[config.mk]
export PLATFORM = sky130hd
export DESIGN_NAME = servo_pwm_settle_unit
export DESIGN_NICKNAME = d
export VERILOG_FILES = /design/src/rtl/servo_pwm_settle_unit.sv
export SDC_FILE = /design/constraint.sdc
export NUM_CORES = 1
export LEC_CHECK = 0
export BUFFER_PORTS_ARGS = -buffer_cell sky130_fd_sc_hd__buf_2
export CAP_MARGIN = 20
export CORE_AREA = 4 4 127 220
export CTS_CLUSTER_SIZE = 14
export DETAILED_ROUTE_END_ITERATION = 16
export DIE_AREA = 0 0 131 224
export PLACE_DENSITY = 0.56
export SYNTH_ARGS = -nofsm -noshare
export SYNTH_HDL_FRONTEND = slang
export SYNTH_SLANG_ARGS = --single-unit
[constraint.sdc]
create_clock -name clk -period 7.5 [get_ports clk]
set_clock_uncertainty 0.05 [all_clocks]
set_input_delay 0.375 -clock clk [delete_from_list [all_inputs] [get_ports clk]]
set_output_delay 0.375 -clock clk [all_outputs]
set_load 0.02 [all_outputs]
[src/rtl/servo_pwm_settle_unit.sv]
// servo_pwm_settle_unit: four-channel servo PWM back end with pose-settle handshake.
// A free-running frame counter drives four registered PWM outputs. Angle commands are
// sampled only at frame boundaries. After the pose has been held for SETTLE_FRAMES
// frames, a one-clock rdy pulse is issued.
// Build option: define SERVO_RAMP_EN to slew each channel by at most RAMP_STEP degrees
// per frame instead of jumping straight to the commanded angle.
module servo_pwm_settle_unit #(
  parameter int FRAME_TICKS   = 1000000,
  parameter int MIN_TICKS     = 25000,
  parameter int DEG_TICKS     = 555,
  parameter int SETTLE_FRAMES = 25,
  parameter int RAMP_STEP     = 2
) (
  input  logic       clk,
  input  logic       rst,
  input  logic [7:0] angle1,
  input  logic [7:0] angle2,
  input  logic [7:0] angle3,
  input  logic [7:0] angle4,
  input  logic       t_restart,
  output logic       pwm1,
  output logic       pwm2,
  output logic       pwm3,
  output logic       pwm4,
  output logic       rdy,
  output logic       busy
);

  localparam int CNT_W = $clog2(FRAME_TICKS);
  localparam int SET_W = $clog2(SETTLE_FRAMES + 1);

  localparam logic [CNT_W-1:0] FRAME_LAST  = CNT_W'(FRAME_TICKS - 1);
  localparam logic [CNT_W-1:0] MIN_W       = CNT_W'(MIN_TICKS);
  localparam logic [CNT_W-1:0] DEG_W       = CNT_W'(DEG_TICKS);
  localparam logic [SET_W-1:0] SETTLE_LOAD = SET_W'(SETTLE_FRAMES);
  localparam logic [SET_W-1:0] SET_ONE     = SET_W'(1);
  localparam logic [7:0]       MAX_DEG     = 8'd180;
`ifdef SERVO_RAMP_EN
  localparam logic [7:0]       RAMP_W      = 8'(RAMP_STEP);
`endif

  // Elaboration-time guard: the widest pulse must fit inside a frame, the settle
  // count must be at least one frame, and the ramp must make progress.
  if ((SETTLE_FRAMES < 1) || (RAMP_STEP < 1) ||
      (MIN_TICKS + 180 * DEG_TICKS >= FRAME_TICKS)) begin : g_cfg_error
    $error("servo_pwm_settle_unit: illegal parameter combination");
  end

  typedef enum logic [1:0] {
    ST_IDLE,
    ST_SETTLE,
    ST_DONE
  } state_t;

  logic [CNT_W-1:0] cnt_reg;
  logic             fb;
  logic [7:0]       angle_arr [4];
  logic [3:0]       chg_vec;
  logic             chg;

  state_t           state_reg;
  logic [SET_W-1:0] settle_reg;
  logic             rdy_reg;
  logic             busy_reg;

  assign fb  = (cnt_reg == FRAME_LAST);
  assign chg = |chg_vec;

  assign angle_arr[0] = angle1;
  assign angle_arr[1] = angle2;
  assign angle_arr[2] = angle3;
  assign angle_arr[3] = angle4;

  // Free-running frame counter, 0..FRAME_TICKS-1.
  always_ff @(posedge clk or negedge rst) begin
    if (!rst) begin
      cnt_reg <= '0;
    end else if (fb) begin
      cnt_reg <= '0;
    end else begin
      cnt_reg <= cnt_reg + CNT_W'(1);
    end
  end

  genvar gi;
  generate
    for (gi = 0; gi < 4; gi++) begin : g_ch
      logic [7:0]       tgt;
      logic [7:0]       act_reg;
      logic [7:0]       act_next;
      logic [CNT_W-1:0] width;
      logic             pwm_reg;

      assign tgt = (angle_arr[gi] > MAX_DEG) ? MAX_DEG : angle_arr[gi];

`ifdef SERVO_RAMP_EN
      logic [7:0] gap;

      // Slew the active angle toward the target by at most RAMP_STEP degrees.
      always_comb begin
        gap      = 8'd0;
        act_next = act_reg;
        if (tgt > act_reg) begin
          gap      = tgt - act_reg;
          act_next = act_reg + ((gap > RAMP_W) ? RAMP_W : gap);
        end else if (tgt < act_reg) begin
          gap      = act_reg - tgt;
          act_next = act_reg - ((gap > RAMP_W) ? RAMP_W : gap);
        end
      end

      // Still moving after this frame's step: the pose is not yet held.
      assign chg_vec[gi] = (act_next != tgt);
`else
      assign act_next    = tgt;
      assign chg_vec[gi] = (tgt != act_reg);
`endif

      // Active angle only changes on a frame boundary.
      always_ff @(posedge clk or negedge rst) begin
        if (!rst) begin
          act_reg <= 8'd0;
        end else if (fb) begin
          act_reg <= act_next;
        end
      end

      // act_reg <= 180 and the parameter guard keep this product below FRAME_TICKS.
      assign width = MIN_W + CNT_W'(act_reg) * DEG_W;

      // Registered PWM compare, one clock behind the counter.
      always_ff @(posedge clk or negedge rst) begin
        if (!rst) begin
          pwm_reg <= 1'b0;
        end else begin
          pwm_reg <= (cnt_reg < width);
        end
      end
    end
  endgenerate

  assign pwm1 = g_ch[0].pwm_reg;
  assign pwm2 = g_ch[1].pwm_reg;
  assign pwm3 = g_ch[2].pwm_reg;
  assign pwm4 = g_ch[3].pwm_reg;

  // Settle sequencer: counts held frames, then emits a single-clock rdy.
  always_ff @(posedge clk or negedge rst) begin
    if (!rst) begin
      state_reg  <= ST_IDLE;
      settle_reg <= '0;
      rdy_reg    <= 1'b0;
      busy_reg   <= 1'b0;
    end else begin
      case (state_reg)
        ST_IDLE: begin
          if (fb && (chg || t_restart)) begin
            state_reg  <= ST_SETTLE;
            settle_reg <= SETTLE_LOAD;
            busy_reg   <= 1'b1;
          end
        end
        ST_SETTLE: begin
          if (fb) begin
            // A pose change always restarts the hold, even on the last frame.
            if (chg) begin
              settle_reg <= SETTLE_LOAD;
            end else if (settle_reg == SET_ONE) begin
              state_reg <= ST_DONE;
              rdy_reg   <= 1'b1;
            end else begin
              settle_reg <= settle_reg - SET_ONE;
            end
          end
        end
        ST_DONE: begin
          // DONE lasts exactly one clock regardless of the frame position.
          state_reg <= ST_IDLE;
          rdy_reg   <= 1'b0;
          busy_reg  <= 1'b0;
        end
        default: begin
          state_reg <= ST_IDLE;
          rdy_reg   <= 1'b0;
          busy_reg  <= 1'b0;
        end
      endcase
    end
  end

  assign rdy  = rdy_reg;
  assign busy = busy_reg;

endmodule

# Word level (Yosys, flattened, before mapping)
# Index checks and enable logic that the tools add are counted.
dict set report totals {
  reg_bits 65
  input_bits 35
  out_inout_bits 6
}
dict set report classes {
  n_addsub 6
  n_mul 4
  n_lt_le_gt_ge 8
  eq_ne 12
  mux 21
  bitwise 2
  n_reduce_logical 9
}
# operator count
set ops {}
lappend ops {{$lt 20x19->1} 4}
lappend ops {{$add 15x18->19 const A} 4}
lappend ops {{$mul 8x10->18 const B} 4}
lappend ops {{$gt 8x8->1 const B} 4}
lappend ops {{$mux 8} 4}
lappend ops {{$ne 8x8->1} 4}
lappend ops {{$add 20x1->20 const B} 1}
lappend ops {{$eq 20x20->1 const B} 1}
lappend ops {{$mux 20} 1}
lappend ops {{$mux 5} 4}
lappend ops {{$reduce_and 4->1} 3}
lappend ops {{$pmux 5 s2} 1}
lappend ops {{$mux 2} 4}
lappend ops {{$ne 2x2->1 const B} 4}
lappend ops {{$eq 5x1->1 const B} 1}
lappend ops {{$sub 5x1->5 const B} 1}
lappend ops {{$mux 1} 4}
lappend ops {{$pmux 1 s2} 2}
lappend ops {{$pmux 2 s2} 1}
lappend ops {{$reduce_or 4->1} 1}
lappend ops {{$ne 3x3->1 const B} 1}
lappend ops {{$eq 2x1->1 const B} 1}
lappend ops {{$logic_not 2->1} 1}
lappend ops {{$not 1->1} 2}
lappend ops {{4 further kinds} 4}

# Longest topological paths before layout
# Gate-level depths: netlist of run 1.
dict set report depth {
  word_depth 8
  ltp_mapped 24
  depth_no_buf 24
}

# Least setup slack after synthesis of run 1
# OpenSTA, ideal clock, no wires.
dict set report synth_path {
  path_kind {flip-flop to flip-flop}
  start {register g_ch[3].act_reg[2]}
  end {register g_ch[3].pwm_reg (netlist: pwm4)}
  setup_ps 82
  t_arrival_ps 4630
  required_ps 7368
  slack_ps 2738
  stages_incl_launch_ff 23
  path_buffers 0
  cell_sequence {dfrtp_1 -> ha_1 -> inv_1 -> fa_1 -> fa_1 -> fa_1 -> inv_1 -> ha_1 -> nor2b_1 -> o21ai_0 -> a21oi_1 -> o21a_1 -> o21ai_0 -> a21oi_1 -> nand2_1 -> xor2_1 -> ha_1 -> a21o_1 -> a21oi_1 -> o21ai_0 -> a21oi_1 -> o41ai_1 -> a31oi_1}
}
dict set report synth_between {
  elab_chain_len 3
}
# item line_no
set synth_rtl {}
lappend synth_rtl {{start: declaration} 89} ;# logic [7:0] act_reg;
lappend synth_rtl {{start signal: assignment} 124} ;# act_reg <= act_next;
lappend synth_rtl {{$mul 8x10->18} 129} ;# assign width = MIN_W + CNT_W'(act_reg) * DEG_W;
lappend synth_rtl {{$add 15x18->19} 129}
lappend synth_rtl {{$lt 20x19->1} 136} ;# pwm_reg <= (cnt_reg < width);
lappend synth_rtl {{end signal: assignment} 136}
lappend synth_rtl {{end: declaration} 92} ;# logic pwm_reg;
# Every way passes these cells.
# A chain may end at the register's enable or synchronous reset.

# Final worst setup path of run 1
dict set report layout_path {
  start {register g_ch[2].act_reg[2]}
  end {register g_ch[2].pwm_reg (netlist: pwm3)}
}
dict set report layout_between {
  elab_chain_len 3
}
# item line_no
set layout_rtl {}
lappend layout_rtl {{start: declaration} 89}
lappend layout_rtl {{start signal: assignment} 124}
lappend layout_rtl {{$mul 8x10->18} 129}
lappend layout_rtl {{$add 15x18->19} 129}
lappend layout_rtl {{$lt 20x19->1} 136}
lappend layout_rtl {{end signal: assignment} 136}
lappend layout_rtl {{end: declaration} 92}
# Every way passes these cells.

==> summary.md, run 1 <==
| Metric | Value |
|---|---|
| Status | finished clean |
| Antenna violations before repair | 0 |
| Global-route usage over all layers | 19.5% |
| YS warnings | 0 |
| EDFF count, synth | 0 |
| Width of the chip | 131 um |
| Number of synthesized register bits | 65 |
| Number of sinks on the clock net | 65 |
| Number of flip-flops under the largest register name | 32 |
| Number of CTS-inserted buffers | 9 |
| Slew at the pin closest to its max-slew limit | 937 ps |
| Max Root-Sink Buffers | 2 |
| Hold Violations, Final | 0 |
| Starting density of the core | 39.6% |
| Number of max-slew violations in the final report | 0 |
| ANT cells | 0 |
| Final worst path period need | 5250 ps |
| Largest cells by area after synthesis | sky130_fd_sc_hd__ha_1, sky130_fd_sc_hd__dfrtp_1, sky130_fd_sc_hd__fa_1, sky130_fd_sc_hd__inv_1, sky130_fd_sc_hd__xor2_1 |
| Average cell area after synthesis | 9.03 um^2 |
| Root Buffer | sky130_fd_sc_hd__clkbuf_16 |
| Required @ worst endpoint | 7720 ps |
| Cell type with the largest total area after synthesis | sky130_fd_sc_hd__ha_1 |
| Drt via density | 5.50 |
| Crit-path max FO | 9 |
| Post-synth top area share | 30.0% |
| Post-detailed-route DRC marker count | 0 |
| Synthesized instance count | 1142 |
| Critical Path Source Type | flip-flop |
| Launch point of the worst path | g_ch[2].act_reg[2]$_DFFE_PN0N_ |
| Core Box Area | 26100 um^2 |
| Vias in the first global route | 8407 |
| Post-synthesis to final-layout area growth | 8.58% |
| Cell row count | 78 |
| Resized cells post-CTS | 0 |
| Max stage delay cell, worst path | sky130_fd_sc_hd__dfrtp_1 |
| Total setup buffers inserted after CTS | 0 |
| Asr flop ratio synth | 100% |
| Num ports | 41 |
| Number of DRC violations after detailed-routing iteration 0 | 361 |
| Proportion of layout cells with a drive suffix above 1 | 7.25% |
| CP Class | reg2reg |
| Leakage dissipation | 0.00573 uW |
| Setup repair after global routing missed its margin | no |
| Layout Nets | 1521 |
| Sequential-to-total area share from yosys stat | 15.8% |
| Cell area after synthesis | 10300 um^2 |
| Register clock-pin slew on the reported worst setup and hold paths | 60 ps |
| Period utilization | 70.0% |
| Kind of capture point of the worst setup path | flip-flop |
| Die boundary height | 224 um |
| Worst-case reg-to-reg path depth | 20 |
| Clock tree from TritonCTS | yes |
| Worst path max stage delay | 600 ps |
| Total setup violations reported at the end of the flow | 0 |
| Tightest slew margin relative to the limit | 37.6% |
| Count of hold-fix buffers inserted at cts | 0 |
| H-tree Lvls | 3 |
| Reg2reg start | g_ch[2].act_reg[2]$_DFFE_PN0N_ |
| Die footprint | 29300 um^2 |
| Fmax | 191 MHz |
| Utilization after layout | 43.0% |
| Worst-case vdd ir drop | 0.0000996 V |
| Distinct cells, synth | 65 |
| Total gr overflow | 0 |
| Classification of the worst-slack hold path | in2async |
| Maximum number of pins on one net before global-route repair | 66 |
| Clock latency at the later pin of the worst-skew pair | 350 ps |
| Arrival time of the worst setup path | 5470 ps |
| First-pass GRT wire length | 44.2 mm |
| Wirelength, routed | 27.5 mm |
| Cell area power density | 124 nW/um^2 |
| Maximum capacitance violations | 0 |
| Post-synthesis net count | 1480 |
| Number of buffer cells added on primary ports | 40 |
| DRT antenna net count | 0 |
| HPWL after detailed placement | 22.7 mm |
| Primary flip-flop cell chosen by synthesis mapping | sky130_fd_sc_hd__dfrtp_1 |
| Number of iterations in the first detailed-routing pass | 5 |
| Accumulated negative setup slack | 0 ps |
| Drt wl/cell | 18.3 um |
| Via Count | 8287 |
| Worst-path cell chain | ha_1 > inv_1 > fa_1 > fa_1 > fa_1 > inv_1 > ha_1 > nor2b_1 > o21ai_0 > a21boi_0 > o21a_1 > o21ai_0 > a21oi_1 > a221oi_1 > xor2_1 > ha_1 > a21o_1 > a211oi_1 > o21ai_0 > a21oi_1 |
| Final weighted congestion of routability-driven global placement | 0.904 |
-- synth_stat cells, types with 5 or more instances --
| master | count |
|---|---|
| sky130_fd_sc_hd__and3_1 | 8 |
| sky130_fd_sc_hd__or3_1 | 8 |
| sky130_fd_sc_hd__inv_1 | 157 |
| sky130_fd_sc_hd__nor3_1 | 27 |
| sky130_fd_sc_hd__nor3b_1 | 7 |
| sky130_fd_sc_hd__nand4b_1 | 5 |
| sky130_fd_sc_hd__ha_1 | 247 |
| sky130_fd_sc_hd__nor2_1 | 45 |
| sky130_fd_sc_hd__fa_1 | 56 |
| sky130_fd_sc_hd__a31o_2 | 6 |
| sky130_fd_sc_hd__o21ai_0 | 69 |
| sky130_fd_sc_hd__o31ai_1 | 6 |
| sky130_fd_sc_hd__a22oi_1 | 5 |
| sky130_fd_sc_hd__xor2_1 | 49 |
| sky130_fd_sc_hd__a21o_1 | 35 |
| sky130_fd_sc_hd__nor2b_1 | 10 |
| sky130_fd_sc_hd__nand4_1 | 10 |
| sky130_fd_sc_hd__nand2_1 | 53 |
| sky130_fd_sc_hd__clkbuf_1 | 10 |
| sky130_fd_sc_hd__nor4_1 | 6 |
| sky130_fd_sc_hd__nand2b_1 | 16 |
| sky130_fd_sc_hd__or2_2 | 14 |
| sky130_fd_sc_hd__a211oi_1 | 14 |
| sky130_fd_sc_hd__nand3_1 | 30 |
| sky130_fd_sc_hd__xnor2_1 | 38 |
| sky130_fd_sc_hd__o21a_1 | 8 |
| sky130_fd_sc_hd__dfrtp_1 | 65 |
| sky130_fd_sc_hd__a21oi_1 | 59 |
| sky130_fd_sc_hd__a31oi_1 | 9 |
-- critical path: cells and delay by family (launching register included) --
family | cells | cell delay [ps]
fa+ha+maj | 6 | 2280
compound gates | 10 | 1880
flops | 1 | 600
simple gates | 1 | 140
xor+xnor | 1 | 130
buf+inv | 2 | 90
-- power by group --
part	internal (uW)	total, uW	leakage [uW]	switching, uW
Clock	298	464	0.000153	166
Sequential	353	358	0.000713	5.02
Combinational	246	565	0.00486	319
-- metal layers --
metal / GRT usage, % / part of all wire [%] / vias up
li1: - / - / 4108
met1: 22.3 / 39 / 3974
met2: 35.3 / 53 / 152
met3: 2.24 / 2.8 / 53
met4: 8.87 / 4.5 / 0
met5: 0 / 0 / -
-- final cells by class --
class	count	area (um^2)
inverters	157	589
repair buffers	42	218
clock inverters	3	65.1
fillers	2596	14900
clock buffers	12	246
well taps	320	400
multi-input cells	908	8050
flip-flops and latches	65	1630
-- logic make-up after synthesis --
kind of cell | Yosys count | synth area share [%]
AO/OA/AOI/OAI | 255 | 16.0
flip-flops | 65 | 15.8
buffers and inverters | 169 | 6.23
XOR/XNOR | 87 | 7.39
multiplexers | 7 | 0.740
adder cells (fa/ha/maj) | 303 | 40.8
AND/OR/NAND/NOR | 256 | 13.1
-- cell usage in the layout (no fill, tap or decap), drive strengths merged, types with 9 or more instances in the layout --
| master | n |
|---|---|
| dfrtp | 65 |
| a21oi | 60 |
| xnor2 | 38 |
| a31oi | 9 |
| nor2b | 10 |
| nand2 | 53 |
| ha | 247 |
| nor3 | 27 |
| nor2 | 45 |
| fa | 56 |
| inv | 157 |
| o21ai | 73 |
| xor2 | 49 |
| or2 | 14 |
| nand2b | 16 |
| a21o | 36 |
| a211oi | 14 |
| buf | 42 |
| clkbuf | 12 |
| nand3 | 31 |
| nand4 | 10 |
-- worst paths after layout --
path | end | slack, ps
setup reg to reg | pwm3$_DFF_PN0_ | 2250
setup / recovery | pwm3$_DFF_PN0_ | 2250
hold / removal | pwm1$_DFF_PN0_ | 90
min in group clk | g_ch[1].act_reg[1]$_DFFE_PN0N_ | 260
hold reg to reg | rdy$_DFFE_PN0P_ | 460
max in group asynchronous | g_ch[2].act_reg[5]$_DFFE_PN0N_ | 6670
-- per-stage QoR --
step / total power, uW / hold slack [ps] / setup WS (ps) / std cells / cell area [um^2]
2_1_floorplan: 790 / 29.4 / 2740 / 1142 / 10300
3_3_place_gp: 929 / 450 / 2280 / 1492 / 10900
3_5_place_dp: 937 / 444 / 2250 / 1492 / 10900
4_1_cts: 1410 / 153 / 2220 / 1507 / 11200
5_1_grt: 1500 / 163 / 1870 / 1507 / 11200
6_report: 1390 / 89.8 / 2250 / 1507 / 11200
(Power assumes the default switching activity.)
==> inputs of run 2 (changes only) <==
- PLACE_DENSITY: 0.56 -> 0.58
- clock period: 7.5 -> 4.6 ns (I/O delays scaled with it)
==> run 2 against run 1 <==
  * Critical path type unchanged
  * Maximum frequency up 12%
  * Clock power increased by 59%
  * Wire length is 6.3% higher
  * Largest power group unchanged
  * Non-clock buffer count is 116 higher
  * Combinational power increased by 110%
  * The flow now finishes with violations (hold timing, setup timing)
==> summary.md, run 2 (synthesized netlist as in run 1, its figures left out) <==
| Metric | Value |
|---|---|
| Leakage dissipation | 0.00629 uW (+9.7%) |
| Die boundary height | 224 um (unchanged) |
| Root Buffer | sky130_fd_sc_hd__clkbuf_16 |
| ANT cells | 0 (unchanged) |
| Final worst path period need | 4670 ps (-576 ps) |
| Worst hold margin | -48.2 ps (-138 ps) |
| Number of sinks on the clock net | 65 (unchanged) |
| Number of flip-flops under the largest register name | 32 (unchanged) |
| Post-route non-filler standard cell count | 1624 (+7.8%) |
| HPWL after detailed placement | 23.6 mm (+3.7%) |
| Worst-case vdd ir drop | 0.000247 V (+150%) |
| Post-route cell area | 12500 um^2 (+11%) |
| Final weighted congestion of routability-driven global placement | 0.880 (-2.7%) |
| Clock latency at the later pin of the worst-skew pair | 360 ps (about the same) |
| Drt wl/cell | 18.0 um (-1.3%) |
| Most common cell after layout, fill and taps aside | sky130_fd_sc_hd__ha_1 |
| Status | finished, violations left |
| Count of buffering cells on the critical path with inverters included | 5 (+3) |
| H-tree Lvls | 3 (unchanged) |
| Placed cell count | 1589 (+6.5%) |
| Core Box Area | 26100 um^2 (unchanged) |
| Max stage delay cell, worst path | sky130_fd_sc_hd__fa_1 |
| Cell area power density | 200 nW/um^2 (+61%) |
| Reg2reg start | g_ch[3].act_reg[6]$_DFFE_PN0N_ |
| Drt via density | 5.48 (-0.43%) |
| Hold Violations, Final | 23 (+23) |
| Launch point of the worst path | g_ch[3].act_reg[6]$_DFFE_PN0N_ |
| Library cell appearing most often on the critical path | sky130_fd_sc_hd__fa_1 |
| Antenna violations before repair | 0 (unchanged) |
| Global-route usage over all layers | 20.7% (+1.2 points) |
| Critical Path Source Type | flip-flop |
| Failing checks | hold timing, setup timing |
| Proportion of layout cells with a drive suffix above 1 | 22.3% (+15 points) |
| Layout Nets | 1637 (+7.6%) |
| Post-synthesis to final-layout area growth | 20.8% |
| Num ports | 41 (unchanged) |
| Maximum number of pins on one net before global-route repair | 66 (unchanged) |
| Cell row count | 78 (unchanged) |
| Number of max-slew violations in the final report | 0 (unchanged) |
| Via Count | 8892 (+7.3%) |
| Worst-path cell chain | ha_4 > inv_2 > fa_1 > inv_1 > fa_1 > inv_1 > fa_1 > inv_2 > ha_4 > buf_4 > nand2_2 > o211ai_1 > a31o_2 > a21o_1 > a31oi_1 > xor2_1 > ha_1 > a21oi_2 > o21ai_1 > a21oi_1 > o41ai_2 > a31oi_1 |
| Number of CTS-inserted buffers | 9 (unchanged) |
| Crit-path max FO | 4 (-5) |
| Post-detailed-route DRC marker count | 0 (unchanged) |
| Maximum capacitance violations | 0 (unchanged) |
| Vias in the first global route | 9071 (+7.9%) |
| Number of buffer cells added on primary ports | 40 (unchanged) |
| Dpl cell area | 11600 um^2 (+7.0%) |
| Required @ worst endpoint | 4830 ps (-2890 ps) |
| Number of DRC violations after detailed-routing iteration 0 | 390 (+8.0%) |
| Starting density of the core | 39.6% (unchanged) |
| Setup repair after global routing missed its margin | yes |
| Total setup violations reported at the end of the flow | 1 (+1) |
| Die footprint | 29300 um^2 (unchanged) |
| Worst Setup Slack, final | -70.8 ps (-2320 ps) |
| Slew at the pin closest to its max-slew limit | 959 ps (+22.0 ps) |
| Number of iterations in the first detailed-routing pass | 4 (-1) |
| Fmax | 214 MHz (+12%) |
| Register clock-pin slew on the reported worst setup and hold paths | 60 ps (about the same) |
| Classification of the worst-slack hold path | in2async |
| Total gr overflow | 0 (unchanged) |
| Worst path max stage delay | 490 ps (-110 ps) |
| Tightest slew margin relative to the limit | 36.1% (-1.5 points) |
| Kind of capture point of the worst setup path | flip-flop |
| Max Root-Sink Buffers | 2 (unchanged) |
| Wirelength, routed | 29.3 mm (+6.3%) |
| DRT antenna net count | 0 (unchanged) |
| Clock tree from TritonCTS | yes |
| CP Class | reg2reg |
| Width of the chip | 131 um (unchanged) |
| Arrival time of the worst setup path | 4900 ps (-570 ps) |
| Commonest cells after routing, fill and taps aside | sky130_fd_sc_hd__ha_1, sky130_fd_sc_hd__inv_1, sky130_fd_sc_hd__buf_4, sky130_fd_sc_hd__dfrtp_1, sky130_fd_sc_hd__o21ai_0 |
| First-pass GRT wire length | 46.7 mm (+5.7%) |
| Placement-stage worst setup slack | -332 ps (-2580 ps) |
| Period utilization | 102% (+32 points) |
| Top cell family by delay on the critical path | adder cells |
## run 2: cell count changes in the layout (fill, tap and decap cells not counted), sizes merged
cell | before | now
buf | 42 | 158
bufinv | 2 | 1
clkinv | 1 | 2
clkinvlp | 0 | 1
## run 2: metrics by stage
stage,util [%],power (uW),TNS (ps)
after floorplan,-,1300,-13.6
after global placement,44.7,1590,-762
after detailed placement,44.7,1610,-1040
after CTS,47.4,2490,-70.7
after global routing,47.8,2680,-917
final,47.8,2490,-70.8
## run 2: layout make-up
type,count,area [um^2]
Clock buffer,12,256
Clock inverter,4,51.3
Fill cell,2455,13600
Inverter,157,589
Multi-Input combinational cell,908,8440
Sequential cell,65,1630
Tap cell,320,400
Timing Repair Buffer,158,1090
## run 2: final timing paths
path	cells past startpoint	end	slack, ps
min in group clk	3	g_ch[1].act_reg[1]$_DFFE_PN0N_	110
max reg2reg	22	pwm4$_DFF_PN0_	-70
min	1	pwm1$_DFF_PN0_	-50
max	22	pwm4$_DFF_PN0_	-70
min reg2reg	2	busy$_DFFE_PN0P_	450
max in group asynchronous	1	g_ch[2].act_reg[5]$_DFFE_PN0N_	3840
## run 2: layer usage
metal	global-route usage, %	vias to the layer above	share of wire [%]
met4	8.83	0	4.1
met5	0	-	0
met3	2.20	55	2.7
met1	22.6	4338	37
li1	-	4352	-
met2	39.2	147	56
## run 2: what timing repair did
item / 4_1_cts / 5_1_grt
buffers inserted: 15 / 4
pin swaps: 87 / 34
setup endpoints to repair: 4 / 4
hold buffers: 0 / 0
resized for setup: 71 / 22
## run 2: power breakdown
part	total [uW]	internal [uW]	switching (uW)	leakage [uW]
Combinational	1170	563	607	0.00543
Clock	740	449	291	0.000149
Sequential	579	575	3.20	0.000710
## run 2: worst reg2reg max path: cells and delay by family, from the launching register on
family	cells	cell delay (ps)
fa+ha+maj	6	2250
flops	1	430
buf+inv	5	320
compound gates	9	1320
simple gates	1	50
xor+xnor	1	170
